<file path="src/rtl/isa_pkg.sv">
// Shared ISA definitions for the multi-cycle controller.
// Opcodes, datapath select codes, FSM states and the strobe bundle.
package isa_pkg;

    localparam int unsigned OP_ADD   = 0;
    localparam int unsigned OP_HALT  = 1;
    localparam int unsigned OP_LOAD  = 2;
    localparam int unsigned OP_STORE = 3;
    localparam int unsigned OP_CLEAR = 4;
    localparam int unsigned OP_SKIP  = 5;
    localparam int unsigned OP_JUMP  = 6;

    localparam logic [1:0] ALU_ADD  = 2'b00;
    localparam logic [1:0] ALU_SUB  = 2'b01;
    localparam logic [1:0] ALU_ZERO = 2'b11;

    localparam logic [1:0] PC_INC  = 2'b00;
    localparam logic [1:0] PC_SKIP = 2'b01;
    localparam logic [1:0] PC_JMP  = 2'b10;

    localparam logic [2:0] S_FETCH  = 3'd0;
    localparam logic [2:0] S_DECODE = 3'd1;
    localparam logic [2:0] S_EXEC   = 3'd2;
    localparam logic [2:0] S_MEM    = 3'd3;
    localparam logic [2:0] S_WB     = 3'd4;
    localparam logic [2:0] S_HALTED = 3'd5;

    // Opcode classes; every undefined encoding folds into K_ILL.
    typedef enum logic [2:0] {
        K_ADD   = 3'd0,
        K_HALT  = 3'd1,
        K_LOAD  = 3'd2,
        K_STORE = 3'd3,
        K_CLEAR = 3'd4,
        K_SKIP  = 3'd5,
        K_JUMP  = 3'd6,
        K_ILL   = 3'd7
    } op_e;

    typedef struct packed {
        logic       pc_write;
        logic [1:0] pc_src;
        logic       iord;
        logic       ir_write;
        logic       reg_dst;
        logic       reg_write;
        logic       alu_src;
        logic [1:0] alu_op;
        logic       mem_read;
        logic       mem_write;
        logic       mem_to_reg;
        logic       illegal;
    } strobes_t;

endpackage

</file>
<file path="src/rtl/multicycle_control_if.sv">
// Controller <-> datapath/memory bundle.
// master is the controller side, slave the datapath side.
interface multicycle_control_if #(
    parameter int OPCODE_W = 4,
    parameter int CNT_W    = 16
);
    logic [OPCODE_W-1:0] opcode;
    logic                alu_zero;
    logic                mem_ready;
    logic                PCWrite;
    logic [1:0]          PCSrc;
    logic                IorD;
    logic                IRWrite;
    logic                RegDst;
    logic                RegWrite;
    logic                ALUSrc;
    logic [1:0]          ALUOp;
    logic                MemRead;
    logic                MemWrite;
    logic                MemToReg;
    logic                halted;
    logic                illegal;
    logic [CNT_W-1:0]    retired;

    modport master (
        input  opcode, alu_zero, mem_ready,
        output PCWrite, PCSrc, IorD, IRWrite,
        output RegDst, RegWrite, ALUSrc, ALUOp,
        output MemRead, MemWrite, MemToReg,
        output halted, illegal, retired
    );

    modport slave (
        output opcode, alu_zero, mem_ready,
        input  PCWrite, PCSrc, IorD, IRWrite,
        input  RegDst, RegWrite, ALUSrc, ALUOp,
        input  MemRead, MemWrite, MemToReg,
        input  halted, illegal, retired
    );
endinterface

</file>
<file path="src/rtl/multicycle_control_decode.sv">
// Combinational strobe map for the multi-cycle controller.
// (state, opcode class, alu_zero, mem_ready) -> strobe bundle.
module ctrl_decode
    import isa_pkg::*;
(
    input  logic [2:0] state,
    input  op_e        kind,
    input  op_e        live_kind,
    input  logic       alu_zero,
    input  logic       mem_ready,
    output strobes_t   st
);

    always_comb begin
        st = '0;
        unique case (1'b1)
            (state == S_FETCH): begin
                st.mem_read = 1'b1;
                if (mem_ready) begin
                    st.ir_write = 1'b1;
                    st.pc_write = 1'b1;
                    st.pc_src   = PC_INC;
                end
            end
            (state == S_DECODE): begin
                // Opcode is not latched yet, so look at the live value.
                st.illegal = (live_kind == K_ILL);
            end
            (state == S_EXEC): begin
                unique case (kind)
                    K_ADD: begin
                        st.alu_src = 1'b0;
                        st.alu_op  = ALU_ADD;
                    end
                    K_LOAD, K_STORE: begin
                        st.alu_src = 1'b1;
                        st.alu_op  = ALU_ADD;
                    end
                    K_CLEAR: st.alu_op = ALU_ZERO;
                    K_SKIP: begin
                        st.alu_op = ALU_SUB;
                        if (alu_zero) begin
                            st.pc_write = 1'b1;
                            st.pc_src   = PC_SKIP;
                        end
                    end
                    K_JUMP: begin
                        st.pc_write = 1'b1;
                        st.pc_src   = PC_JMP;
                    end
                    default: ;
                endcase
            end
            (state == S_MEM): begin
                st.iord      = 1'b1;
                st.mem_read  = (kind == K_LOAD);
                st.mem_write = (kind == K_STORE);
            end
            (state == S_WB): begin
                st.reg_write = 1'b1;
                if (kind == K_LOAD) begin
                    st.reg_dst    = 1'b0;
                    st.mem_to_reg = 1'b1;
                end else begin
                    st.reg_dst    = 1'b1;
                    st.mem_to_reg = 1'b0;
                end
            end
            default: ;
        endcase
    end

endmodule

</file>
<file path="src/rtl/multicycle_control.sv">
// Multi-cycle FETCH/DECODE/EXEC/MEM/WB controller.
// Holds state, latched opcode class, halt flag and retire counter.
module multicycle_control
    import isa_pkg::*;
#(
    parameter int OPCODE_W = 4,
    parameter int CNT_W    = 16
) (
    input  logic                 clk,
    input  logic                 reset,
    multicycle_control_if.master bus
);

    logic [2:0]       state_q, state_d;
    op_e              kind_q, kind_d;
    op_e              live_kind;
    logic [CNT_W-1:0] retired_q, retired_d;
    logic             halted_q, halted_d;
    logic             retire;
    strobes_t         dec_st, st;

    always_comb begin
        live_kind = K_ILL;
        if (bus.opcode <= OPCODE_W'(OP_JUMP))
            live_kind = op_e'(bus.opcode[2:0]);
    end

    always_comb begin
        state_d  = state_q;
        kind_d   = kind_q;
        halted_d = halted_q;
        retire   = 1'b0;
        unique case (1'b1)
            (state_q == S_FETCH): begin
                if (bus.mem_ready) state_d = S_DECODE;
            end
            (state_q == S_DECODE): begin
                kind_d = live_kind;
                if (live_kind == K_HALT) begin
                    state_d  = S_HALTED;
                    halted_d = 1'b1;
                    retire   = 1'b1;
                end else if (live_kind == K_ILL) begin
                    state_d = S_FETCH;
                    retire  = 1'b1;
                end else begin
                    state_d = S_EXEC;
                end
            end
            (state_q == S_EXEC): begin
                unique case (kind_q)
                    K_ADD, K_CLEAR:  state_d = S_WB;
                    K_LOAD, K_STORE: state_d = S_MEM;
                    default: begin
                        state_d = S_FETCH;
                        retire  = 1'b1;
                    end
                endcase
            end
            (state_q == S_MEM): begin
                if (bus.mem_ready) begin
                    if (kind_q == K_LOAD) begin
                        state_d = S_WB;
                    end else begin
                        state_d = S_FETCH;
                        retire  = 1'b1;
                    end
                end
            end
            (state_q == S_WB): begin
                state_d = S_FETCH;
                retire  = 1'b1;
            end
            (state_q == S_HALTED): state_d = S_HALTED;
            default: state_d = S_FETCH;
        endcase
        retired_d = retire ? retired_q + CNT_W'(1) : retired_q;
    end

    always_ff @(posedge clk) begin
        if (reset) begin
            state_q   <= S_FETCH;
            kind_q    <= K_ADD;
            retired_q <= '0;
            halted_q  <= 1'b0;
        end else begin
            state_q   <= state_d;
            kind_q    <= kind_d;
            retired_q <= retired_d;
            halted_q  <= halted_d;
        end
    end

    ctrl_decode u_decode (
        .state     (state_q),
        .kind      (kind_q),
        .live_kind (live_kind),
        .alu_zero  (bus.alu_zero),
        .mem_ready (bus.mem_ready),
        .st        (dec_st)
    );

    // Reset overrides the map so an aborted access drops its strobe at once.
    assign st = reset ? '0 : dec_st;

    assign bus.PCWrite  = st.pc_write;
    assign bus.PCSrc    = st.pc_src;
    assign bus.IorD     = st.iord;
    assign bus.IRWrite  = st.ir_write;
    assign bus.RegDst   = st.reg_dst;
    assign bus.RegWrite = st.reg_write;
    assign bus.ALUSrc   = st.alu_src;
    assign bus.ALUOp    = st.alu_op;
    assign bus.MemRead  = st.mem_read;
    assign bus.MemWrite = st.mem_write;
    assign bus.MemToReg = st.mem_to_reg;
    assign bus.illegal  = st.illegal;
    assign bus.halted   = halted_q & ~reset;
    assign bus.retired  = retired_q;

endmodule

</file>
<file path="src/flat_wrapper.sv">
// flat-port wrapper written by rule: the top's interface ports become plain ports
module multicycle_control_flat import isa_pkg::*;
#(
    parameter int OPCODE_W = 4,
    parameter int CNT_W    = 16
)
  (clk, reset, bus_opcode, bus_alu_zero, bus_mem_ready, bus_PCWrite, bus_PCSrc, bus_IorD, bus_IRWrite, bus_RegDst, bus_RegWrite, bus_ALUSrc, bus_ALUOp, bus_MemRead, bus_MemWrite, bus_MemToReg, bus_halted, bus_illegal, bus_retired);
  multicycle_control_if #(.OPCODE_W(OPCODE_W), .CNT_W(CNT_W)) bus_i ();
  input  logic clk;
  input  logic reset;
  input wire logic [$bits(bus_i.opcode)-1:0] bus_opcode;
  input wire logic [$bits(bus_i.alu_zero)-1:0] bus_alu_zero;
  input wire logic [$bits(bus_i.mem_ready)-1:0] bus_mem_ready;
  output wire logic [$bits(bus_i.PCWrite)-1:0] bus_PCWrite;
  output wire logic [$bits(bus_i.PCSrc)-1:0] bus_PCSrc;
  output wire logic [$bits(bus_i.IorD)-1:0] bus_IorD;
  output wire logic [$bits(bus_i.IRWrite)-1:0] bus_IRWrite;
  output wire logic [$bits(bus_i.RegDst)-1:0] bus_RegDst;
  output wire logic [$bits(bus_i.RegWrite)-1:0] bus_RegWrite;
  output wire logic [$bits(bus_i.ALUSrc)-1:0] bus_ALUSrc;
  output wire logic [$bits(bus_i.ALUOp)-1:0] bus_ALUOp;
  output wire logic [$bits(bus_i.MemRead)-1:0] bus_MemRead;
  output wire logic [$bits(bus_i.MemWrite)-1:0] bus_MemWrite;
  output wire logic [$bits(bus_i.MemToReg)-1:0] bus_MemToReg;
  output wire logic [$bits(bus_i.halted)-1:0] bus_halted;
  output wire logic [$bits(bus_i.illegal)-1:0] bus_illegal;
  output wire logic [$bits(bus_i.retired)-1:0] bus_retired;
  assign bus_i.opcode = bus_opcode;
  assign bus_i.alu_zero = bus_alu_zero;
  assign bus_i.mem_ready = bus_mem_ready;
  assign bus_PCWrite = bus_i.PCWrite;
  assign bus_PCSrc = bus_i.PCSrc;
  assign bus_IorD = bus_i.IorD;
  assign bus_IRWrite = bus_i.IRWrite;
  assign bus_RegDst = bus_i.RegDst;
  assign bus_RegWrite = bus_i.RegWrite;
  assign bus_ALUSrc = bus_i.ALUSrc;
  assign bus_ALUOp = bus_i.ALUOp;
  assign bus_MemRead = bus_i.MemRead;
  assign bus_MemWrite = bus_i.MemWrite;
  assign bus_MemToReg = bus_i.MemToReg;
  assign bus_halted = bus_i.halted;
  assign bus_illegal = bus_i.illegal;
  assign bus_retired = bus_i.retired;
  multicycle_control #(.OPCODE_W(OPCODE_W), .CNT_W(CNT_W)) u_core (.clk(clk), .reset(reset), .bus(bus_i));
endmodule
</file>
<file path="config.mk">
export PLATFORM = sky130hd
export DESIGN_NAME = multicycle_control_flat
export DESIGN_NICKNAME = d
export VERILOG_FILES = /design/src/rtl/isa_pkg.sv /design/src/rtl/multicycle_control_if.sv /design/src/rtl/multicycle_control_decode.sv /design/src/rtl/multicycle_control.sv /design/src/flat_wrapper.sv
export SDC_FILE = /design/constraint.sdc
export NUM_CORES = 1
export LEC_CHECK = 0
export ABC_AREA = 1
export CAP_MARGIN = 15
export CORE_UTILIZATION = 50
export CTS_BUF_LIST = sky130_fd_sc_hd__clkbuf_2 sky130_fd_sc_hd__clkbuf_4 sky130_fd_sc_hd__clkbuf_8
export CTS_CLUSTER_SIZE = 8
export DETAILED_ROUTE_END_ITERATION = 12
export PLACE_DENSITY = 0.81
export SKIP_CTS_REPAIR_TIMING = 1
export SLEW_MARGIN = 20
export SYNTH_ARGS = -nofsm -noshare
export SYNTH_HDL_FRONTEND = slang
export SYNTH_SLANG_ARGS = --single-unit
</file>
<file path="constraint.sdc">
create_clock -name clk -period 5.43 [get_ports clk]
set_clock_uncertainty 0.15 [all_clocks]
set_input_delay 1.629 -clock clk [delete_from_list [all_inputs] [get_ports clk]]
set_output_delay 1.629 -clock clk [all_outputs]
set_load 0.02 [all_outputs]
</file>
# Word-level counts from Yosys, hierarchy flattened
# Cells that the tools add are included.
# Widths: inputs -> output; s select.
# totals
ff_bits,23
input_bits,8
out_inout_bits,31
elab_cells,60
# op_classes
n_addsub,1
magnitude_cmp,1
eq_ne,14
mux,31
n_bitwise,2
n_reduce_logical,7
# op_table
cell,n
$mux 3,8
$eq 3x3->1 const B,6
$pmux 3 s2,3
$add 16x1->16 const B,1
$pmux 3 s5,1
$mux 14,1
$mux 1,13
$eq 3x2->1 const B,4
$eq 3x1->1 const B,2
$logic_not 3->1,2
$le 4x3->1 const B,1
$mux 2,2
$ne 2x2->1 const B,2
$pmux 1 s4,1
$pmux 2 s2,1
$reduce_and 2->1,2
$reduce_or 2->1,2
$reduce_or 4->1,1
$pmux 1 s2,1
$and 1x1->1,1
$not 1->1,1

# Logic depth before layout (Yosys ltp)
# depth
word_depth,6
ltp_mapped,9
mapped_depth_nobuf,9

# Hierarchy
# Synthesis repeated with hierarchy kept, for this count alone.
# hier_totals
hier_cells,283
area_unflattened_um2,1833.0
# by_module_without_submodules
mod,n_inst,cells_per_inst,area_per_inst_um2,seq_area_each_um2
multicycle_control,1,249,1676.6,460.4
ctrl_decode,1,34,156.4,0.0

# Worst setup path after synthesis
# OpenSTA, ideal clock, no wires.
# synth_timing
path_kind,input to output
start,input reset
end,output bus_PCWrite
arrival_time_ps,2634
required_time_ps,3651
path_slack_ps,1017
path_stages,3
n_path_buf,1
cell_sequence,clkbuf_1 nor3_1 a31o_2
# synth_via
elab_chain_len,1
# synth_rtl
element,line_no,source
start: declaration,flat_wrapper.sv:10,input logic reset;
$mux 14,multicycle_control.sv:104,assign st = reset ? '0 : dec_st;
end: declaration,flat_wrapper.sv:14,output wire logic [$bits(bus_i.PCWrite)-1:0] bus_PCWrite;
# Every way passes these cells.

# Final worst setup path
# layout_timing
start,input bus_mem_ready
end,output bus_PCWrite
# layout_via
elab_chain_len,3
# layout_rtl
element,line_no,source
start: declaration,flat_wrapper.sv:13,input wire logic [$bits(bus_i.mem_ready)-1:0] bus_mem_ready;
$mux 3,multicycle_control_decode.sv:19,if (mem_ready) begin
$pmux 3 s2,multicycle_control_decode.sv:16,unique case (1'b1)
$mux 14,multicycle_control.sv:104,
# Every way passes these cells.

==> reports/metrics.yaml <==
status: "completed"
grt_max_degree: 18
crit_chain: "clkdlybuf4s50_1 -> inv_1 -> nor3_1 -> a31o_2 -> clkdlybuf4s50_1"
p_int_uw: 234
async_reset_ff_share_pct: 0
cp-end-kind: "output port"
numCtsBuffers: 3
grtUsageTotal_pct: 25.4
leakage_uw: 0.000701
arrival_ns: 3.24
io_pins: 39
dp.cells: 312
synthTopCellsByCount: "nand2_1, nor2_1, dfxtp_1"
seq_area_frac_synth_pct: 29.1
syn_area_um2: 1580
highest_layer: "met4"
critPathMaxStageDelay_ns: 0.59
nets: 282
wl_mm: 4.01
gp_congestion: 0.863
clock_sinks: 23
drt-initial-drc-count: 79
crit_type: "primary input to output port"
vias_per_cell: 5.33
hold_viol_final: 0
clkTransAtPathRegs_ns: 0.13
worst_ep_required_time_ns: 3.65
syn_avg_cell_area_um2: 6.74
die_y_um: 58.3
start_kind: "primary input"
grt_pass1_vias: 1522
areaGrowthSynthToFinish_pct: 27.6
max_freq_mhz: 199
path_max_fanout: 3
wire_per_inst_um: 12.7
switching_share_pct: 34.9
maxCapViolCount: 0
post-route-period-util_pct: 92.4
critical_path.top_delay_family: "buffers and inverters"
dieArea_um2: 3400
floorplan.initialDensity_pct: 52.3
synth.most_common_cell: "nand2_1"
firstDrtPassIters: 4
finalSetupViolCount: 0
route.met3.wl_um: 137
cts_tree: "built"
power_density_nw_per_um2: 178
vias: 1685
io_buffers: 38
diodes: 0
synth-seq-cells: 23
synth_edf_count: 0
ys_types: 28
p_sw_uw: 126
min_path_type: "register to register"
wl_met1_mm: 1.76
overflow: 0
clkLatencyLatePin_ns: 0.32
cts_max_path_buffers: 2
instances_no_fill: 316
cpMaxStageDelayCell: "clkdlybuf4s50_1"
slew_headroom_pct: 72.3
worst-path-buf-inv: 3
drc: 0
core-area_um2: 3030
p_seq_share_pct: 51.4
cts_root_buf: "clkbuf_4"
die_x_um: 58.3
wl_met2_mm: 2.06
synth_ff_type: "dfxtp_1"
tightest_slew_ns: 0.415
rsz0062_at_grt: "no"
grt_first_pass_wirelength_mm: 6.67
finalMaxSlewViolations: 0
layout_min_cycle_time_ns: 5.02
yosys.area.top_type: "dfxtp_1"
synthTopCellsByArea: "dfxtp_1, nand2_1, nor2_1"
cp_common_cell: "clkdlybuf4s50_1"
syn-num-nets: 244
drive_gt1_share_pct: 13.6
postSynthCellCount: 235
clkPwrFrac_pct: 23.0
rows: 20
antenna_found_initial: 0
place_hpwl_mm: 2.96
setup_tns_ns: 0
p_comb_share_pct: 25.6
final_util_pct: 66.8
ant_nets: 0
cts_max_level: 1
yosys_warnings: 0
synth_top_area_share_pct: 29.1
ir_drop_mv: 0.139
kinds of logic (layout without fill, tap and decap cells):
| group | count (synthesis) | count (layout) | synth area share [%] |
|---|---|---|---|
| simple gates | 138 | 138 | 43.1 |
| compound gates | 32 | 32 | 13.0 |
| buf+inv | 30 | 67 | 7.98 |
| flops | 23 | 23 | 29.1 |
| xor+xnor | 11 | 11 | 6.08 |
| fa+ha+maj | 1 | 1 | 0.790 |
placed cells by master, fill, tap and decap left out:
cell type,instances
nor2_4,3
xnor2_1,8
o21a_1,1
nor3_2,1
a21oi_2,9
nand4_1,17
nor3_1,7
clkdlybuf4s50_1,38
xor2_1,3
dfxtp_1,23
nand2_1,52
buf_4,2
nand3_4,3
nor4_1,1
nand2_2,10
clkbuf_4,3
ha_1,1
nand3_1,11
inv_1,20
a21oi_1,11
a31o_2,1
a211oi_1,2
clkinv_2,1
inv_2,3
nor2_1,32
o21ai_0,8
nor2_2,1
tightest hold or removal path: stages, from the launching register on:
cell     delay [ns]
dfxtp_1        0.32
inv_1          0.06
a21oi_1        0.06
final cells by class:
type | count | area (µm²)
clock buffer | 3 | 22.5
multi-input combinational | 182 | 997
tap | 44 | 55.1
inverter | 23 | 86.3
clock inverter | 1 | 5.00
fill | 281 | 1010
sequential | 23 | 460
timing repair buffer | 40 | 395
metal layers:
metal,up-vias,track usage (%)
met4,0,7.82
met2,56,47.5
met3,11,4.46
met1,768,29.3
li1,850,-
met5,-,0
per-stage QoR:
stage                     hold WS [ns]  instance area, µm²  total power (µW)  setup WS (ns)
after floorplan                  0.286                1580               252           1.02
after global placement           0.296                1990               279          0.411
after detailed placement         0.300                1990               280          0.394
after CTS                        0.319                2020               365          0.412
after global routing             0.342                2020               383          0.329
final                            0.317                2020               360          0.414
final timing paths:
kind                                 start                                   to  slack [ns]  depth (start not counted)
min           u_core.halted_q$_SDFFE_PP0P_         u_core.halted_q$_SDFFE_PP0P_        0.32                          2
min reg2reg   u_core.halted_q$_SDFFE_PP0P_         u_core.halted_q$_SDFFE_PP0P_        0.32                          2
max                          bus_mem_ready                          bus_PCWrite        0.41                          5
max reg2reg  u_core.kind_q[2]$_SDFFE_PP0P_  u_core.bus.retired[10]$_SDFFE_PP0P_        3.44                          8
power groups by stage:
stage                     combinational, µW  clock [µW]  sequential (µW)
after floorplan                        63.8           0              188
after global placement                 90.9           0              188
after detailed placement               91.4           0              188
after CTS                              91.7        88.0              185
after global routing                    101        95.2              186
final                                  92.1        82.8              185
registers in the layout, indices dropped and copies added, names as in the netlist:
name / flops
u_core.bus.retired: 16
u_core.halted_q: 1
u_core.kind_q: 3
u_core.state_q: 3
Power figures use the tool's default switching activity.
